===== src/rtl/actor_mover.sv =====
// actor_mover: sub-pixel accumulator and pixel-stepping mover that probes a
// 128x128 solid map along the hitbox leading edge, X axis first, then Y.
module actor_mover #(
   parameter int unsigned HB_W     = 6,
   parameter int unsigned HB_H     = 5,
   parameter int unsigned MAX_STEP = 8
) (
   input  logic               clk,
   input  logic               rst_n,
   input  logic               start,
   input  logic signed [15:0] pos_x_in,
   input  logic signed [15:0] pos_y_in,
   input  logic signed [31:0] rem_x_in,
   input  logic signed [31:0] rem_y_in,
   input  logic signed [31:0] spd_x,
   input  logic signed [31:0] spd_y,
   output logic               map_rd,
   output logic [6:0]         map_x,
   output logic [6:0]         map_y,
   input  logic               map_solid,
   output logic               busy,
   output logic               done,
   output logic signed [15:0] pos_x,
   output logic signed [15:0] pos_y,
   output logic signed [31:0] rem_x,
   output logic signed [31:0] rem_y,
   output logic               hit_x,
   output logic               hit_y
);

   localparam int unsigned     CW      = $clog2(MAX_STEP + 1);
   localparam logic [CW-1:0]   ONE_C   = CW'(1);
   localparam logic [4:0]      KX_LAST = 5'(HB_H - 1);
   localparam logic [4:0]      KY_LAST = 5'(HB_W - 1);
   localparam logic [15:0]     W16     = 16'(HB_W);
   localparam logic [15:0]     H16     = 16'(HB_H);

   typedef enum logic [2:0] {
      IDLE, ACCUM, X_ISSUE, X_CHECK, Y_ISSUE, Y_CHECK, DONE
   } state_t;

   state_t             state_q, state_d;
   logic [15:0]        pos_x_q, pos_x_d, pos_y_q, pos_y_d;
   logic signed [31:0] rem_x_q, rem_x_d, rem_y_q, rem_y_d;
   logic signed [31:0] spd_x_q, spd_x_d, spd_y_q, spd_y_d;
   logic [CW-1:0]      cnt_x_q, cnt_x_d, cnt_y_q, cnt_y_d;
   logic               dir_x_q, dir_x_d, dir_y_q, dir_y_d;  // 1 = negative
   logic [4:0]         k_q, k_d;
   logic               hit_x_q, hit_x_d, hit_y_q, hit_y_d;

   logic signed [31:0] r_x, r_y, amt_x, amt_y;
   logic [CW-1:0]      c_x, c_y;
   logic [15:0]        k16, ex_col, ex_row, ey_col, ey_row;

   // Clamp |amt| to MAX_STEP.
   function automatic logic [CW-1:0] clamp_steps(input logic signed [31:0] amt);
      logic [31:0] mag;
      mag = amt[31] ? 32'(-amt) : 32'(amt);
      return (mag > 32'(MAX_STEP)) ? CW'(MAX_STEP) : mag[CW-1:0];
   endfunction

   // Negative coordinates collapse to address 0; otherwise wrap to 7 bits.
   function automatic logic [6:0] map_addr(input logic [15:0] c);
      return c[15] ? 7'd0 : c[6:0];
   endfunction

   assign busy  = (state_q != IDLE);
   assign done  = (state_q == DONE);
   assign pos_x = pos_x_q;
   assign pos_y = pos_y_q;
   assign rem_x = rem_x_q;
   assign rem_y = rem_y_q;
   assign hit_x = hit_x_q;
   assign hit_y = hit_y_q;

   // State and datapath registers with synchronous active-low reset.
   always_ff @(posedge clk) begin
      if (!rst_n) begin
         state_q <= IDLE;
         pos_x_q <= '0;  pos_y_q <= '0;
         rem_x_q <= '0;  rem_y_q <= '0;
         spd_x_q <= '0;  spd_y_q <= '0;
         cnt_x_q <= '0;  cnt_y_q <= '0;
         dir_x_q <= 1'b0; dir_y_q <= 1'b0;
         k_q     <= '0;
         hit_x_q <= 1'b0; hit_y_q <= 1'b0;
      end else begin
         state_q <= state_d;
         pos_x_q <= pos_x_d;  pos_y_q <= pos_y_d;
         rem_x_q <= rem_x_d;  rem_y_q <= rem_y_d;
         spd_x_q <= spd_x_d;  spd_y_q <= spd_y_d;
         cnt_x_q <= cnt_x_d;  cnt_y_q <= cnt_y_d;
         dir_x_q <= dir_x_d;  dir_y_q <= dir_y_d;
         k_q     <= k_d;
         hit_x_q <= hit_x_d;  hit_y_q <= hit_y_d;
      end
   end

   // Next-state logic, accumulation, edge-probe addressing and step walking.
   always_comb begin
      state_d = state_q;
      pos_x_d = pos_x_q;  pos_y_d = pos_y_q;
      rem_x_d = rem_x_q;  rem_y_d = rem_y_q;
      spd_x_d = spd_x_q;  spd_y_d = spd_y_q;
      cnt_x_d = cnt_x_q;  cnt_y_d = cnt_y_q;
      dir_x_d = dir_x_q;  dir_y_d = dir_y_q;
      k_d     = k_q;
      hit_x_d = hit_x_q;  hit_y_d = hit_y_q;
      map_rd  = 1'b0;
      map_x   = '0;
      map_y   = '0;

      r_x   = rem_x_q + spd_x_q;
      r_y   = rem_y_q + spd_y_q;
      amt_x = (r_x + 32'sh8000) >>> 16;
      amt_y = (r_y + 32'sh8000) >>> 16;
      c_x   = clamp_steps(amt_x);
      c_y   = clamp_steps(amt_y);

      k16    = {11'd0, k_q};
      ex_col = dir_x_q ? (pos_x_q - 16'd1) : (pos_x_q + W16);
      ex_row = pos_y_q + k16;
      ey_row = dir_y_q ? (pos_y_q - 16'd1) : (pos_y_q + H16);
      ey_col = pos_x_q + k16;

      unique case (state_q)
         IDLE: begin
            if (start) begin
               pos_x_d = pos_x_in;  pos_y_d = pos_y_in;
               rem_x_d = rem_x_in;  rem_y_d = rem_y_in;
               spd_x_d = spd_x;     spd_y_d = spd_y;
               state_d = ACCUM;
            end
         end
         ACCUM: begin
            // Remainder keeps the unclamped whole-pixel amount.
            rem_x_d = r_x - (amt_x <<< 16);
            rem_y_d = r_y - (amt_y <<< 16);
            cnt_x_d = c_x;  cnt_y_d = c_y;
            dir_x_d = amt_x[31];
            dir_y_d = amt_y[31];
            hit_x_d = 1'b0; hit_y_d = 1'b0;
            k_d     = '0;
            if (c_x != '0)      state_d = X_ISSUE;
            else if (c_y != '0) state_d = Y_ISSUE;
            else                state_d = DONE;
         end
         X_ISSUE: begin
            map_rd  = 1'b1;
            map_x   = map_addr(ex_col);
            map_y   = map_addr(ex_row);
            state_d = X_CHECK;
         end
         X_CHECK: begin
            if (map_solid) begin
               hit_x_d = 1'b1;
               rem_x_d = '0;
               cnt_x_d = '0;
               k_d     = '0;
               state_d = (cnt_y_q != '0) ? Y_ISSUE : DONE;
            end else if (k_q != KX_LAST) begin
               k_d     = k_q + 5'd1;
               state_d = X_ISSUE;
            end else begin
               pos_x_d = dir_x_q ? (pos_x_q - 16'd1) : (pos_x_q + 16'd1);
               cnt_x_d = cnt_x_q - ONE_C;
               k_d     = '0;
               if (cnt_x_q != ONE_C)    state_d = X_ISSUE;
               else if (cnt_y_q != '0)  state_d = Y_ISSUE;
               else                     state_d = DONE;
            end
         end
         Y_ISSUE: begin
            map_rd  = 1'b1;
            map_x   = map_addr(ey_col);
            map_y   = map_addr(ey_row);
            state_d = Y_CHECK;
         end
         Y_CHECK: begin
            if (map_solid) begin
               hit_y_d = 1'b1;
               rem_y_d = '0;
               cnt_y_d = '0;
               k_d     = '0;
               state_d = DONE;
            end else if (k_q != KY_LAST) begin
               k_d     = k_q + 5'd1;
               state_d = Y_ISSUE;
            end else begin
               pos_y_d = dir_y_q ? (pos_y_q - 16'd1) : (pos_y_q + 16'd1);
               cnt_y_d = cnt_y_q - ONE_C;
               k_d     = '0;
               state_d = (cnt_y_q != ONE_C) ? Y_ISSUE : DONE;
            end
         end
         DONE: begin
            state_d = IDLE;
         end
         default: begin
            state_d = IDLE;
         end
      endcase
   end

endmodule


===== config.mk =====
export PLATFORM = sky130hd
export DESIGN_NAME = actor_mover
export DESIGN_NICKNAME = d
export VERILOG_FILES = /design/src/rtl/actor_mover.sv
export SDC_FILE = /design/constraint.sdc
export NUM_CORES = 1
export LEC_CHECK = 0
export ABC_CLOCK_PERIOD_IN_PS = 4800
export CORE_ASPECT_RATIO = 1.25
export CORE_MARGIN = 3
export CORE_UTILIZATION = 50
export CTS_CLUSTER_SIZE = 28
export DETAILED_ROUTE_END_ITERATION = 8
export PLACE_DENSITY = 0.86
export SYNTH_ARGS = -nofsm -noshare
export SYNTH_HDL_FRONTEND = slang
export SYNTH_SLANG_ARGS = --single-unit
export TNS_END_PERCENT = 30

===== constraint.sdc =====
create_clock -name clk -period 4.8 [get_ports clk]
set_clock_uncertainty 0.15 [all_clocks]
set_input_delay 0.48 -clock clk [delete_from_list [all_inputs] [get_ports clk]]
set_output_delay 0.48 -clock clk [all_outputs]
set_load 0.1 [all_outputs]

### Word level (Yosys, flattened, before mapping)

Index checks and enable logic that the tools add are counted.

* bits in registers: 180
* input port bits: 164
* output and inout bits: 115
* logic and storage cells: 129

* add/sub/neg operators: 19
* order comparisons: 2
* equality and inequality tests: 19
* muxes and demuxes: 53
* reduce and logical (&&, ||, !) cells: 22

Operator list (count)
* one-hot mux 32 bit (3 select lines): 2
* 2-to-1 mux 16 bit: 10
* 2-to-1 mux 32 bit: 5
* adder 32 x 17 -> 32 bit, second input constant: 2
* adder 32 bit: 2
* greater-than comparator 32 x 4 -> 1 bit, second input constant: 2
* negator 16 -> 32 bit: 2
* one-hot mux 16 bit (2 select lines): 2
* subtractor 32 bit: 2
* adder 16 x 1 -> 16 bit, second input constant: 2
* adder 16 x 3 -> 16 bit, second input constant: 2
* adder 16 x 5 -> 16 bit: 2
* subtractor 16 x 1 -> 16 bit, second input constant: 2
* 2-to-1 mux 7 bit: 4
* one-hot mux 7 bit (2 select lines): 2
* 2-to-1 mux 4 bit: 6
* 2-to-1 mux 5 bit: 4
* one-hot mux 3 bit (6 select lines): 1
* one-hot mux 4 bit (2 select lines): 2
* 2-to-1 mux 3 bit: 5
* one-hot mux 5 bit (3 select lines): 1
* inequality test 2 bit, second input constant: 7
* nonzero test 3 bit: 4
* nonzero test 4 bit: 3
* other kinds (17): 39

### Longest topological paths before layout

* word-level depth: 10
* gate-level depth with buffers: 25
* gate-level depth less buffers: 25

### Worst setup path after synthesis

No wires, ideal clock.

* kind: register to register
* from: register rem_x_q[0] (netlist: rem_x[0])
* to: register state_q[1]
* library setup time: 120 ps
* data arrival time: 5766 ps
* required time: 4530 ps
* path slack: -1235 ps
* stages on the path, launching flop included: 23
* period minus slack after synthesis: 6035 ps
* cell sequence: dfxtp_1 > ha_1 > inv_1 > fa_1 > nor2b_4 > o31a_2 > o31ai_2 > a2111oi_1 > nor2_1 > o21ai_1 > xor2_1 > nand3_1 > nor3b_1 > ha_1 > buf_1 > nor3_1 > nand4_1 > nor2_1 > mux2i_1 > a211o_1 > a211oi_4 > nand2_1 > o31a_1

* cells in the longest elaborated chain, start to end: 9

Ends and longest elaborated chain
* from (decl): line 44 `logic signed [31:0] rem_x_q, rem_x_d, rem_y_q, rem_y_d;`
* from (signal assigned): line 90 `rem_x_q <= rem_x_d; rem_y_q <= rem_y_d;`
* adder 32 bit (*): line 113 `r_x = rem_x_q + spd_x_q;`
* adder 32 x 17 -> 32 bit (*): line 115 `amt_x = (r_x + 32'sh8000) >>> 16;`
* negator 16 -> 32 bit: line 58 `mag = amt[31] ? 32'(-amt) : 32'(amt);`
* 2-to-1 mux 32 bit (*): line 58
* greater-than comparator 32 x 4 -> 1 bit: line 59 `return (mag > 32'(MAX_STEP)) ? CW'(MAX_STEP) : mag[CW-1:0];`
* 2-to-1 mux 4 bit (*): line 59
* nonzero test 4 bit (*): line 144 `if (c_x != '0) state_d = X_ISSUE;`
* 2-to-1 mux 3 bit (*): line 144
* one-hot mux 3 bit (6 select lines) (*): line 126 `unique case (state_q)`
* to (signal assigned): line 88 `state_q <= state_d;`
* to (decl): line 42 `state_t state_q, state_d;`

Mark *: on every way between the ends. The rest lies on a longest branch, timed or not.
A chain may end at the register's enable or synchronous reset.

### Final worst setup path

* from: register rem_y_q[6] (netlist: rem_y[6])
* to: register state_q[1]

* cells in the longest elaborated chain, start to end: 10

Ends and longest elaborated chain
* from (decl): line 44
* from (signal assigned): line 90
* adder 32 bit (*): line 114 `r_y = rem_y_q + spd_y_q;`
* adder 32 x 17 -> 32 bit (*): line 116 `amt_y = (r_y + 32'sh8000) >>> 16;`
* negator 16 -> 32 bit: line 58
* 2-to-1 mux 32 bit (*): line 58
* greater-than comparator 32 x 4 -> 1 bit: line 59
* 2-to-1 mux 4 bit (*): line 59
* nonzero test 4 bit (*): line 145 `else if (c_y != '0) state_d = Y_ISSUE;`
* 2-to-1 mux 2 bit (*): line 145
* 2-to-1 mux 3 bit (*): line 144
* one-hot mux 3 bit (6 select lines) (*): line 126

Marked as above.

==> results.md <==
* IO buf count at 278
* Minimum clock period at 4910 ps
* Status: complete, but fails checks
* Layout cell share with drive strength beyond 1 at between 20% and 30%
* Core region area at 32100 um2
* Post-Route WL at approximately 60000 um
* Detailed Place HPWL at 45900 um
* Clk sinks at 180
* Die Width at 168 um
* Yosys top cell by area: dfxtp_1
* Row count at 73
* PD cells at ~360 nW/um2
* Crit path max fanout at 6
* Vias per Instance at 6.18
* Worst Path Arrival at between 5000 and 6000 ps
* Syn avg cell area at 7.28 um2
* Crit end category: register
* Root buf cell: clkbuf_16
* Total GRT Usage at 32.8%
* Initial Util at roughly half
* Clock tree buffer depth at 2
* Fin util at between 70% and 80%
* Drt wl/cell at about 20 um
* Sequential fraction of the synthesis area at 22.1%
* Startpoint class of the critical path: register
* Synth warn at 0
* Syn nets at 2533
* DR pass1 iterations at 5
* Placed cells at 3046
* Routability congestion estimate at around 0.97
* Crit-path slowest cell: or3_4
* Worst-Skew Late Latency at 450 ps
* Main synth FF type: dfxtp_1
* Final Cycle Share at 102%
* Req. time, crit path at 5050 ps
* Failing checks: setup timing
* Number of H-tree levels at 4
* Nets at 2963
* MaxCap Viol Count at 0
* WP buf/inv at 2
* Vias in the first global route at 18800
* Hold violation total from the final report at 0
* Max Freq at 0.204 GHz
* Area contributors post-synth: dfxtp_1 (22%), ha_1 (9.3%), a21oi_1 (7.0%)
* Largest net degree at the start of global routing at 69
* Area of the die at about 35000 um2
* EDFF count, synth at 0
* Slew headroom at 26.8%
* Synth async-reset ratio at 0%
* Pleak at 9.36 nW
* Post-synth top area share at between 20% and 30%
* First-pass GRT wire length at 95400 um
* CP most frequent cell: ha_4
* Synthesized cell area at 16300 um2
* Clk slew on worst S/H paths at 80 ps
* Final setup fails at 10
* Critical path, cell by cell: ha_4 > buf_4 > nand4_1 > nor4_1 > o21ai_2 > a311o_1 > a32oi_2 > o211ai_1 > or3_4 > inv_2 > ha_4 > nor4_4 > nand2b_1 > nor4_2 > nand2_1 > nor3_2 > a21oi_1 > nor3_1 > nand3_1 > a32oi_4 > and4_1 > o31a_1
* Antenna violations before repair at 5
* Drt drc at 0
* Die Span Y at around 210 um
* RSZ-0062 raised after global routing: true
* Area Overhead vs Synth at 41.1%
* Fin worst setup slack at -111 ps
* Fin cells at 3103
* Synthesized flop and latch total at 180
* FF-to-FF setup slack at -110 ps
* Hold WS at 314 ps
* I/O pin cnt at 279
* Largest stage delay, worst path at 380 ps
* CP Class: reg2reg
* Total gr overflow at 0
* Power Total at around 8.4 mW
* CP top delay family: simple AND/OR/NAND/NOR gates
* Worst VDD drop at between 200 and 300 uV
* Antenna Nets Post-Route at 0
* Post-Synthesis Cells at 2244
* CTS buffer count at 17
* Worst slew pin tran at 1090 ps
* Drt initial violations at 1703
* CTS tree: yes
* Post-place setup slack at -269 ps
* Total number of vias at 19200
* Min-Delay Path Class: reg2reg
* Library cells used by synthesis at around 100
* Max-slew violation count at 0
-- layout make-up --
cell class	count	area, um2
diodes	4	10.0
clock buffers	17	425
clock inverters	15	164
fillers	2494	8990
inverters	78	295
multi-input cells	1852	13100
flip-flops and latches	180	3760
well taps	412	515
repair buffers	545	4770
-- logic make-up after synthesis --
logic type | count (synthesis) | synth area share (%)
AO/OA/AOI/OAI | 728 | 29.8
XOR/XNOR | 116 | 6.75
adder cells (fa/ha/maj) | 125 | 9.75
buffers and inverters | 212 | 5.07
flip-flops | 180 | 22.1
multiplexers | 23 | 1.48
AND/OR/NAND/NOR | 860 | 25.1
-- timing repair --
item | 4_1_cts | 5_1_grt
gates resized for setup | 42 | 101
pin swaps | 22 | 65
hold buffers | 0 | 0
endpoints found under the hold margin | 0 | 0
setup buffers | 8 | 13
cloned | 0 | 0
endpoints found under the setup margin | 18 | 25
-- path summary, 6_finish.rpt --
kind,startpoint,to,cells past startpoint
max,rem_y[6]$_SDFFE_PN0P_,state_q[1]$_SDFFE_PN0N_,22
min,spd_x_q[29]$_SDFFE_PN0P_,spd_x_q[29]$_SDFFE_PN0P_,2
max reg2reg,rem_y[6]$_SDFFE_PN0P_,state_q[1]$_SDFFE_PN0N_,22
min reg2reg,spd_x_q[29]$_SDFFE_PN0P_,spd_x_q[29]$_SDFFE_PN0P_,2
-- report_power, final --
| group | internal (mW) | total [mW] | switching, mW |
|---|---|---|---|
| combinational | 1.95 | 5.05 | 3.09 |
| sequential | 1.67 | 1.86 | 0.192 |
| clock | 0.743 | 1.47 | 0.727 |
| total | 4.37 | 8.38 | 4.01 |
-- synthesized netlist by cell type (all sizes together) (11+ instances only) --
| cell | instances |
|---|---|
| nand2 | 293 |
| a21oi | 233 |
| nor2 | 207 |
| dfxtp | 180 |
| o21ai | 122 |
| ha | 121 |
| clkbuf | 112 |
| nor3 | 77 |
| inv | 75 |
| xnor2 | 69 |
| nand3 | 59 |
| a22oi | 54 |
| a211oi | 50 |
| xor2 | 44 |
| a21o | 35 |
| a31oi | 31 |
| nand4 | 30 |
| and3 | 28 |
| nor2b | 28 |
| o31ai | 24 |
| nand2b | 23 |
| nor4 | 23 |
| o211ai | 23 |
| buf | 22 |
| or3 | 22 |
| and2 | 19 |
| o21a | 18 |
| mux2i | 14 |
| a22o | 12 |
| o22ai | 12 |
| o311ai | 11 |
| or2 | 11 |
-- cell usage in the layout (no fill, tap or decap), types with 57 or more instances in the layout --
cell | netlist | layout
nand2_1 | 293 | 291
clkdlybuf4s50_1 | 0 | 264
ha_1 | 121 | 89
a21oi_1 | 229 | 212
xnor2_1 | 65 | 57
o21ai_0 | 108 | 94
nor2_1 | 206 | 198
buf_4 | 0 | 279
dfxtp_1 | 180 | 125
inv_1 | 75 | 71
nor3_1 | 75 | 61
-- worst reg2reg max path: cells and delay by family, from the launching register on --
| family | cells | cell delay (ps) |
|---|---|---|
| buffers and inverters | 2 | 210 |
| flip-flops | 1 | 360 |
| adder cells (fa/ha/maj) | 2 | 470 |
| AO/OA/AOI/OAI | 7 | 1380 |
| AND/OR/NAND/NOR | 11 | 2270 |
-- registers in the layout, summed over array words and instances, names as in the netlist, 3 cells and up --
name	cells
state_q	3
rem_y	32
spd_y_q	32
rem_x	32
cnt_x_q	4
k_q	5
spd_x_q	32
pos_y	16
pos_x	16
cnt_y_q	4
-- metal layers --
| layer | up-vias | part of all wire, % | track usage, % |
|---|---|---|---|
| met5 | - | 0.031 | 0 |
| met4 | 2 | 4.9 | 16.1 |
| met3 | 191 | 6.1 | 5.00 |
| met2 | 774 | 50 | 59.2 |
| met1 | 9111 | 39 | 37.6 |
| li1 | 9085 | - | - |
-- through the flow --
stage	setup TNS (ps)	area (um2)
after CTS	-499	22400
after detailed placement	-2580	21600
after floorplan	-2070	17000
after global routing	-4340	23100
after global placement	-322	21600
final	-528	23100
Power figures use the tool's default switching activity.
